$ cat config.mk
export PLATFORM = sky130hd
export DESIGN_NAME = apb_master_arb
export DESIGN_NICKNAME = d
export VERILOG_FILES = /design/src/rtl/apb_master_arb.sv
export SDC_FILE = /design/constraint.sdc
export NUM_CORES = 1
export LEC_CHECK = 0
export ABC_CLOCK_PERIOD_IN_PS = 4350
export CORE_MARGIN = 3
export CORE_UTILIZATION = 44
export DETAILED_ROUTE_END_ITERATION = 10
export GPL_ROUTABILITY_DRIVEN = 0
export HOLD_SLACK_MARGIN = 0.05
export MAX_ROUTING_LAYER = met4
export PLACE_DENSITY = 0.88
export SLEW_MARGIN = 10
export SYNTH_ARGS = -nofsm -noshare
export SYNTH_HDL_FRONTEND = slang
export SYNTH_SLANG_ARGS = --single-unit
$ cat constraint.sdc
create_clock -name PCLK -period 4.35 [get_ports PCLK]
set_input_delay 1.0875 -clock PCLK [delete_from_list [all_inputs] [get_ports PCLK]]
set_output_delay 1.0875 -clock PCLK [all_outputs]
set_load 0.01 [all_outputs]
$ cat src/rtl/apb_master_arb.sv
// APB master with a two-requester round-robin front end.
// Runs one transfer at a time (SETUP, ACCESS, then back to IDLE) with an optional ACCESS-phase timeout.
module apb_master_arb #(
   parameter int unsigned TIMEOUT = 16,
   parameter int unsigned AW      = 32,
   parameter int unsigned DW      = 32
) (
   input  logic          PCLK,
   input  logic          PRESETn,
   input  logic          r0_valid,
   input  logic          r0_write,
   input  logic [AW-1:0] r0_addr,
   input  logic [DW-1:0] r0_wdata,
   input  logic          r1_valid,
   input  logic          r1_write,
   input  logic [AW-1:0] r1_addr,
   input  logic [DW-1:0] r1_wdata,
   output logic          r0_done,
   output logic          r1_done,
   output logic [DW-1:0] rsp_rdata,
   output logic          rsp_err,
   output logic          PSEL,
   output logic          PENABLE,
   output logic          PWRITE,
   output logic [AW-1:0] PADDR,
   output logic [DW-1:0] PWDATA,
   input  logic          PREADY,
   input  logic [DW-1:0] PRDATA,
   input  logic          PSLVERR,
   output logic          busy,
   output logic          grant_id
);

   localparam int unsigned CW = (TIMEOUT > 0) ? $clog2(TIMEOUT + 1) : 1;

   typedef enum logic [1:0] {IDLE, SETUP, ACCESS} state_t;

   state_t          state, state_n;
   logic [CW-1:0]   wait_cnt, wait_cnt_n;
   logic            last_grant, last_grant_n;
   logic            grant_id_n, busy_n;
   logic            psel_n, penable_n, pwrite_n;
   logic [AW-1:0]   paddr_n;
   logic [DW-1:0]   pwdata_n, rsp_rdata_n;
   logic            rsp_err_n, r0_done_n, r1_done_n;
   logic            elig0, elig1, sel;

   // State and registered outputs
   always_ff @(posedge PCLK or negedge PRESETn) begin
      if (!PRESETn) begin
         state      <= IDLE;
         wait_cnt   <= '0;
         last_grant <= 1'b1;
         grant_id   <= 1'b0;
         busy       <= 1'b0;
         PSEL       <= 1'b0;
         PENABLE    <= 1'b0;
         PWRITE     <= 1'b0;
         PADDR      <= '0;
         PWDATA     <= '0;
         rsp_rdata  <= '0;
         rsp_err    <= 1'b0;
         r0_done    <= 1'b0;
         r1_done    <= 1'b0;
      end else begin
         state      <= state_n;
         wait_cnt   <= wait_cnt_n;
         last_grant <= last_grant_n;
         grant_id   <= grant_id_n;
         busy       <= busy_n;
         PSEL       <= psel_n;
         PENABLE    <= penable_n;
         PWRITE     <= pwrite_n;
         PADDR      <= paddr_n;
         PWDATA     <= pwdata_n;
         rsp_rdata  <= rsp_rdata_n;
         rsp_err    <= rsp_err_n;
         r0_done    <= r0_done_n;
         r1_done    <= r1_done_n;
      end
   end

   // Arbitration: a requester being acknowledged this cycle sits out; ties go to the one not served last
   always_comb begin
      elig0 = r0_valid & ~r0_done;
      elig1 = r1_valid & ~r1_done;
      sel   = (elig0 & elig1) ? ~last_grant : elig1;
   end

   // Next-state and next-output logic
   always_comb begin
      state_n      = state;
      wait_cnt_n   = wait_cnt;
      last_grant_n = last_grant;
      grant_id_n   = grant_id;
      psel_n       = PSEL;
      penable_n    = PENABLE;
      pwrite_n     = PWRITE;
      paddr_n      = PADDR;
      pwdata_n     = PWDATA;
      rsp_rdata_n  = rsp_rdata;
      rsp_err_n    = rsp_err;
      r0_done_n    = 1'b0;
      r1_done_n    = 1'b0;

      unique case (state)
         IDLE: begin
            if (elig0 | elig1) begin
               state_n      = SETUP;
               wait_cnt_n   = '0;
               last_grant_n = sel;
               grant_id_n   = sel;
               psel_n       = 1'b1;
               penable_n    = 1'b0;
               pwrite_n     = sel ? r1_write : r0_write;
               paddr_n      = sel ? r1_addr  : r0_addr;
               pwdata_n     = sel ? r1_wdata : r0_wdata;
            end
         end
         SETUP: begin
            state_n   = ACCESS;
            penable_n = 1'b1;
         end
         ACCESS: begin
            // Abort only once the counter already holds TIMEOUT and the completer is still not ready
            if (PREADY || ((TIMEOUT != 0) && (wait_cnt == CW'(TIMEOUT)))) begin
               state_n     = IDLE;
               psel_n      = 1'b0;
               penable_n   = 1'b0;
               pwrite_n    = 1'b0;
               paddr_n     = '0;
               pwdata_n    = '0;
               r0_done_n   = ~grant_id;
               r1_done_n   = grant_id;
               rsp_err_n   = PREADY ? PSLVERR : 1'b1;
               rsp_rdata_n = (PREADY && !PWRITE) ? PRDATA : '0;
            end else if (wait_cnt != {CW{1'b1}}) begin
               wait_cnt_n = wait_cnt + CW'(1);
            end
         end
         default: state_n = IDLE;
      endcase

      busy_n = (state_n != IDLE);
   end

endmodule

==> summary.txt, run 1 <==
Outcome
  • Status: finished, final reports clean

Global routing
  • GR Overflow Total: 0
  • Vias in the first global route: roughly 4700
  • Largest net degree at the start of global routing: 76
  • First-pass GRT wire length: 23700 um
  • GRT Total Usage: 0.233
  • Initial antenna violation count: 0

Critical path
  • Worst setup SP type: primary input
  • CP peak stage delay: 0.59 ns
  • Crit-path max FO: 49
  • Critical Path RT: 4.60 ns
  • Crit path buf inv count: 3
  • CP Class: primary input to register
  • Delay-heaviest family, CP: buffers and inverters
  • Critical path, cell by cell: clkdlybuf4s50_1 -> nand2b_4 -> a211o_4 -> clkinv_2 -> a21oi_4 -> buf_4 -> o2bb2ai_1
  • CP max stage cell: buf_4
  • CP Capture Type: register
  • Crit path DAT: 3.09 ns

Clock tree
  • Clock sink count: 112
  • Post-CTS Hold Fix Bufs: 0
  • Htree depth: 3
  • PostCTS Resize Cnt: 0
  • TritonCTS clock tree: built
  • CTS Buf Count: 9
  • Postcts setup bufs: 0
  • Clock Tree Buf Depth: 2
  • Reg clk slew, reported paths: 0.07 ns
  • Skew-Pair Late Insertion Delay: 0.34 ns
  • Clock root buffer: clkbuf_16

Logic synthesis
  • Synth Flop Type: dfrtp_1
  • Post-Syn Instances: 431
  • Synth top area cells: dfrtp_1, o2bb2ai_2, mux2i_1
  • Ys Warns: 0
  • Compound-Gate Fraction of Synth Area: 0.222
  • Post-synth top area share: 0.515
  • Post-synth cell types: 40
  • Synth Area in XOR/XNOR: 0
  • Syn avg cell area: 12.5 sq um
  • Seq/Total Area, Yosys: 0.520
  • Simple-gate share of the synthesized area: 0.0793
  • Post-synthesis mux area share: 0.123
  • Largest family of logic cells by synthesized area: compound AO/OA/AOI/OAI gates
  • Commonest cells post-synth: dfrtp_1, nand2_1, mux2i_1
  • Synth Cell Area: ~0.0054 sq mm
  • Leading cell type by number of instances after synthesis: dfrtp_1
  • Share of synthesized registers carrying an async set or reset: 1.00
  • Yosys top cell by area: dfrtp_1
  • Post-synthesis adder-cell area fraction: 0.00696
  • EDFF count, synth: 0
  • Synth Net Count: roughly 600
  • Synth Register Bits: 112

Placement
  • Placed cell area: 0.00813 sq mm
  • Port-buffer cells: 271
  • Hpwl dp: 12200 um

Power
  • Tot Pwr: 0.00532 W
  • Switching Share: 0.362
  • Peak supply drop: 0.000349 V
  • Pwr/cell area: approximately 630 mW/mm^2
  • Clock share of power: 0.155
  • Total leakage power: about 3.6 nW
  • Internal power: between 0.003 and 0.004 W
  • Reg power frac: 0.346
  • Switch Pwr: 0.00193 W
  • Logic pwr share: 0.499

STA
  • Setup repair after global routing missed its margin: false
  • Max_slew headroom: 0.232
  • Crit share post-route: 0.654
  • Slew Viols, Final: 0
  • F_max: between 300 and 400 MHz
  • Final clock skew: a little over 0.005 ns
  • Hold Fails Final Rpt: 0
  • Crit path time final: around 2.8 ns
  • Slew @ Worst Pin: 1.15 ns
  • Setup violators final: 0
  • Setup TNS Final: 0 ns

Die
  • Die area: around 0.014 sq mm
  • Initial Utilization: 0.461
  • Num ports: ~270
  • Core footprint: 0.0117 sq mm
  • DIE WIDTH: about 120 um
  • Num rows: 39
  • Die Y: roughly 120 um

Drt
  • Via count: 4433
  • Per-cell routed wire length: between 15 and 20 um
  • Detail Route Antenna Nets: 0
  • Pre-antenna DRT Iters: 4
  • Routed WL: ~16000 um
  • DRT iter0 DRCs: 194
  • Number of vias per cell: 5.33
  • Post-route DRC violation count: 0

Run
  • MaxCap Viol Count: 0

Cells and area
  • Area delta synth->final: 56.1%
  • Area of the multi-input gates: 0.00235 sq mm
  • Design area: 0.00842 sq mm
  • Layout cell share with drive strength beyond 1: 0.123
  • N_diodes: 0
  • Sequential Area: 0.00280 sq mm
  • NumNets Final: 857
  • Fillcell total: 806
  • Core Util, Final: 0.719

Worst hold path
  • Hold crit path type: register to register
[routing by layer]
metal,global-route usage,vias to the layer above,routed length [um]
li1,-,2058,-
met1,0.258,2157,6110
met4,0.0688,0,276
met5,-,-,0
met3,0.0653,22,1420
met2,0.410,196,8230
[registers in the layout, indices dropped and copies added, names as in the netlist]
register,flops
wait_cnt,5
PSEL,1
PWRITE,1
busy,1
last_grant,1
r0_done,1
PWDATA,32
grant_id,1
PADDR,32
rsp_rdata,32
r1_done,1
state,2
PENABLE,1
rsp_err,1
[cells by family after synthesis]
logic type,after synthesis
compound gates,117
flops,112
simple gates,94
mux,66
buf+inv,39
fa+ha+maj,3
[metrics by stage]
step,setup WS (ns),std cells,hold slack [ns]
after global placement,1.26,818,0.462
final,1.50,832,0.475
after detailed placement,1.16,818,0.469
after floorplan,2.26,431,0.452
after CTS,1.52,832,0.479
after global routing,1.41,832,0.495
[worst min-delay path: cells and delay by family (launching register included)]
kind	cells	cell delay, ns
compound gates	1	0.05
flops	1	0.38
simple gates	1	0.05
[path summary, 6_finish.rpt]
| path | startpoint | to | slack (ns) | depth (start not counted) |
|---|---|---|---|---|
| worst max register to register | r0_done$_DFF_PN0_ | PADDR[1]$_DFFE_PN0P_ | 2.24 | 6 |
| max in group asynchronous | PRESETn | last_grant$_DFFE_PN1P_ | 2.53 | 2 |
| worst min register to register | last_grant$_DFFE_PN1P_ | last_grant$_DFFE_PN1P_ | 0.48 | 2 |
| worst min-delay path | last_grant$_DFFE_PN1P_ | last_grant$_DFFE_PN1P_ | 0.48 | 2 |
| min in group asynchronous | PRESETn | rsp_rdata[18]$_DFFE_PN0P_ | 0.89 | 1 |
| worst max-delay path | r0_valid | PADDR[1]$_DFFE_PN0P_ | 1.50 | 7 |
[power by group through the flow]
stage | Sequential (W) | Clock [W] | Combinational [W]
after floorplan | 0.00201 | 0 | 0.00126
after global placement | 0.00183 | 0 | 0.00259
after detailed placement | 0.00185 | 0 | 0.00268
after CTS | 0.00184 | 0.000845 | 0.00269
after global routing | 0.00190 | 0.000883 | 0.00284
final | 0.00184 | 0.000826 | 0.00265
[cell usage in the layout, fill, tap and decap left out, types with 3 or more instances in the layout]
cell type and instances:
buf_4 7, inv_1 3, o2bb2ai_1 16, and3_1 3, o2bb2ai_2 50, a21oi_1 4, dfrtp_1 111, clkdlybuf4s50_1 270
nor2_1 4, nand3_1 4, ha_1 3, o21ai_1 34, mux2i_1 65, clkbuf_16 9, nand2_1 71, nand2b_1 3
[final cells by class]
| cell class | instances | area share |
|---|---|---|
| clock buffer | 11 | 0.0300 |
| clock inverter | 3 | 0.00505 |
| inverter | 5 | 0.00238 |
| multi-input combinational | 280 | 0.279 |
| sequential | 112 | 0.333 |
| tap | 143 | 0.0212 |
| timing repair buffer | 278 | 0.330 |
Note: power is estimated with default switching activity, not from simulation.
==> run 2, diff against run 1 <==
- ABC_CLOCK_PERIOD_IN_PS: 4350 -> 2300
- CORE_UTILIZATION: 44 -> 37
- PLACE_DENSITY: 0.88 -> 0.79
- clock period: 4.35 -> 2.3 ns (I/O delays scaled with it)
==> run 2 against run 1 <==
- die area grew 18%
- clock power is 80% higher
- worst setup slack got worse by 1.2 ns
- sequential cell count did not move
- first-iteration DRC count rose by 2.1%
- cell area up 2.0%
- clock skew grew 0.0048 ns
- largest power group unchanged
- non-clock buffer count is 7 higher
- power up 90%
==> summary.txt, run 2 (synthesis results as in run 1) <==
Die
  • Core footprint: 0.0141 sq mm (+20%)
  • Num ports: 272 (unchanged)
  • DIE WIDTH: 127 um (+8.6%)
  • Initial Utilization: 0.383 (-0.0779)
  • Num rows: 43 (+10%)
  • Die Y: 127 um (+8.6%)
  • Die area: 0.0161 sq mm (+18%)

Worst hold path
  • Hold crit path type: register to register
  • Worst Hold End: last_grant$_DFFE_PN1P_
  • Worst hold start: last_grant$_DFFE_PN1P_
  • Hold depth: 2 (unchanged)

Clock tree
  • Htree depth: 3 (unchanged)
  • TritonCTS clock tree: built
  • Clock root buffer: clkbuf_16
  • Clock Tree Buf Depth: 2 (unchanged)
  • CTS Buf Count: 9 (unchanged)
  • Clock sink count: 112 (unchanged)
  • Reg clk slew, reported paths: 0.07 ns (about the same)
  • Skew-Pair Late Insertion Delay: 0.34 ns (about the same)
  • PostCTS Resize Cnt: 0 (unchanged)

STA
  • Final clock skew: 0.00999 ns (+0.00481 ns)
  • Crit path time final: 1.97 ns
  • Hold Fails Final Rpt: 0 (unchanged)
  • Worst Setup Slack, final: 0.333 ns (-1.17 ns)
  • Crit share post-route: 0.855
  • Max_slew headroom: 0.633 (+0.401)
  • Setup repair after global routing missed its margin: false
  • Slew @ Worst Pin: 0.550 ns (-0.597 ns)
  • F_max: 508 MHz
  • Setup TNS Final: 0 ns (unchanged)
  • Setup violators final: 0 (unchanged)
  • Slew Viols, Final: 0 (unchanged)

Cells and area
  • Design area: 0.00859 sq mm (+2.0%)
  • Most common cell after layout, fill and taps aside: clkdlybuf4s50_1
  • Regs by FF count: PADDR x32, PWDATA x32, rsp_rdata x32
  • Area delta synth->final: 59.2%
  • N_diodes: 0 (unchanged)
  • NumNets Final: 864 (+0.82%)
  • Fillcell total: 1125 (+40%)
  • Most frequent cells in the layout: clkdlybuf4s50_1, dfrtp_1, nand2_1, mux2i_1, o2bb2ai_2
  • Layout cell share with drive strength beyond 1: 0.131 (+0.00719)

Critical path
  • Worst R2R Setup Slack: 0.38 ns (-1.86 ns)
  • Crit path DAT: 1.39 ns (-1.70 ns)
  • R2R depth: 7 (+1)
  • Delay-heaviest family, CP: buffers and inverters
  • Critical path, cell by cell: clkdlybuf4s50_1
  • Crit-path max FO: 3 (-94%)
  • CP peak stage delay: 0.60 ns (about the same)
  • CP Capture Type: output port
  • Crit path buf inv count: 1 (-2)
  • CP max stage cell: clkdlybuf4s50_1
  • Worst setup SP type: register
  • CP Class: register to output port
  • Reg2reg start: wait_cnt[0]$_DFFE_PN0P_
  • Critical Path RT: 1.73 ns (-2.87 ns)
  • Worst reg2reg endpoint: wait_cnt[3]$_DFFE_PN0P_

Drt
  • Detail Route Antenna Nets: 0 (unchanged)
  • Routed WL: 15400 um (-3.9%)
  • Per-cell routed wire length: 17.6 um (-8.8%)
  • DRT iter0 DRCs: 198 (+2.1%)
  • Pre-antenna DRT Iters: 4 (unchanged)
  • Post-route DRC violation count: 0 (unchanged)
  • Via count: 4390 (-0.97%)
  • Number of vias per cell: 5.01 (-6.1%)

Outcome
  • Status: finished, final reports clean

Global routing
  • Vias in the first global route: 4633 (-1.2%)
  • Largest net degree at the start of global routing: 67 (-12%)
  • GR Overflow Total: 0 (unchanged)
  • GRT Total Usage: 0.195 (-0.0377)
  • First-pass GRT wire length: 24400 um (+2.9%)
  • Initial antenna violation count: 0 (unchanged)

Power
  • Pwr/cell area: 1180 mW/mm^2 (+87%)
  • Total leakage power: 3.66 nW (+1.7%)
  • Peak supply drop: 0.000662 V (+90%)

Run
  • MaxCap Viol Count: 0 (unchanged)

Placement
  • Hpwl dp: 11700 um (-3.7%)
  • Pre-CTS setup slack: 0.0560 ns (-1.10 ns)
  • Port-buffer cells: 271 (unchanged)
  • Placed cell area: 0.00829 sq mm (+2.0%)
run 2: changes by cell type in the layout (fill, tap and decap cells not counted), sizes merged:
cell	previous run	this run
clkinv	2	3
clkinvlp	1	0
clkbuf	11	13
dlygate4sd3	0	1
bufinv	1	0
buf	8	14
run 2: per-stage QoR:
stage / total power, W / hold slack [ns] / util / std cells
final: 0.0101 / 0.478 / 0.609 / 877
after global routing: 0.0108 / 0.495 / 0.609 / 877
after CTS: 0.0102 / 0.478 / 0.609 / 877
after detailed placement: 0.00870 / 0.399 / 0.588 / 861
after global placement: 0.00854 / 0.394 / 0.588 / 861
after floorplan: 0.00617 / 0.279 / - / 431
run 2: power breakdown:
group	internal (W)	leakage [nW]	switching, W
clock	0.000819	0.142	0.000673
combinational	0.00280	2.09	0.00235
sequential	0.00285	1.43	0.000629
total	0.00646	3.66	0.00365
run 2: repair_timing:
action                    4_1_cts  5_1_grt
hold endpoints to repair        4        0
setup buffers                   0        0
hold buffers                    1        0
run 2: cell type report:
class / count / area (sq um) / area share
repair buffers: 285 / 2910 / 0.338
flip-flops and latches: 112 / 2800 / 0.327
multi-input cells: 280 / 2350 / 0.273
clock buffers: 13 / 270 / 0.0315
well taps: 180 / 225 / 0.0262
inverters: 5 / 20.0 / 0.00233
clock inverters: 2 / 13.8 / 0.00160
run 2: worst max-delay path by stage:
stage	start	end	cells past startpoint
after floorplan	wait_cnt[0]$_DFFE_PN0P_	wait_cnt[3]$_DFFE_PN0P_	7
after global placement	r0_valid	grant_id$_DFFE_PN0P_	6
after detailed placement	r0_valid	PADDR[21]$_DFFE_PN0P_	6
after CTS	PWRITE$_DFFE_PN0P_	PWRITE	1
after global routing	PWRITE$_DFFE_PN0P_	PWRITE	1
final	PWRITE$_DFFE_PN0P_	PWRITE	1
run 2: worst min-delay path: cells and delay by family (launching register included):
| kind | cells | cell delay [ns] |
|---|---|---|
| and+or+nand+nor | 1 | 0.04 |
| DFF | 1 | 0.38 |
| AOI/OAI and AO/OA | 1 | 0.05 |
run 2: metal layers:
metal,global-route usage,vias to the layer above,part of all wire
met4,0.0669,0,0.015
met5,-,-,0
met1,0.231,2098,0.41
li1,-,2073,-
met2,0.322,200,0.49
met3,0.0539,19,0.084
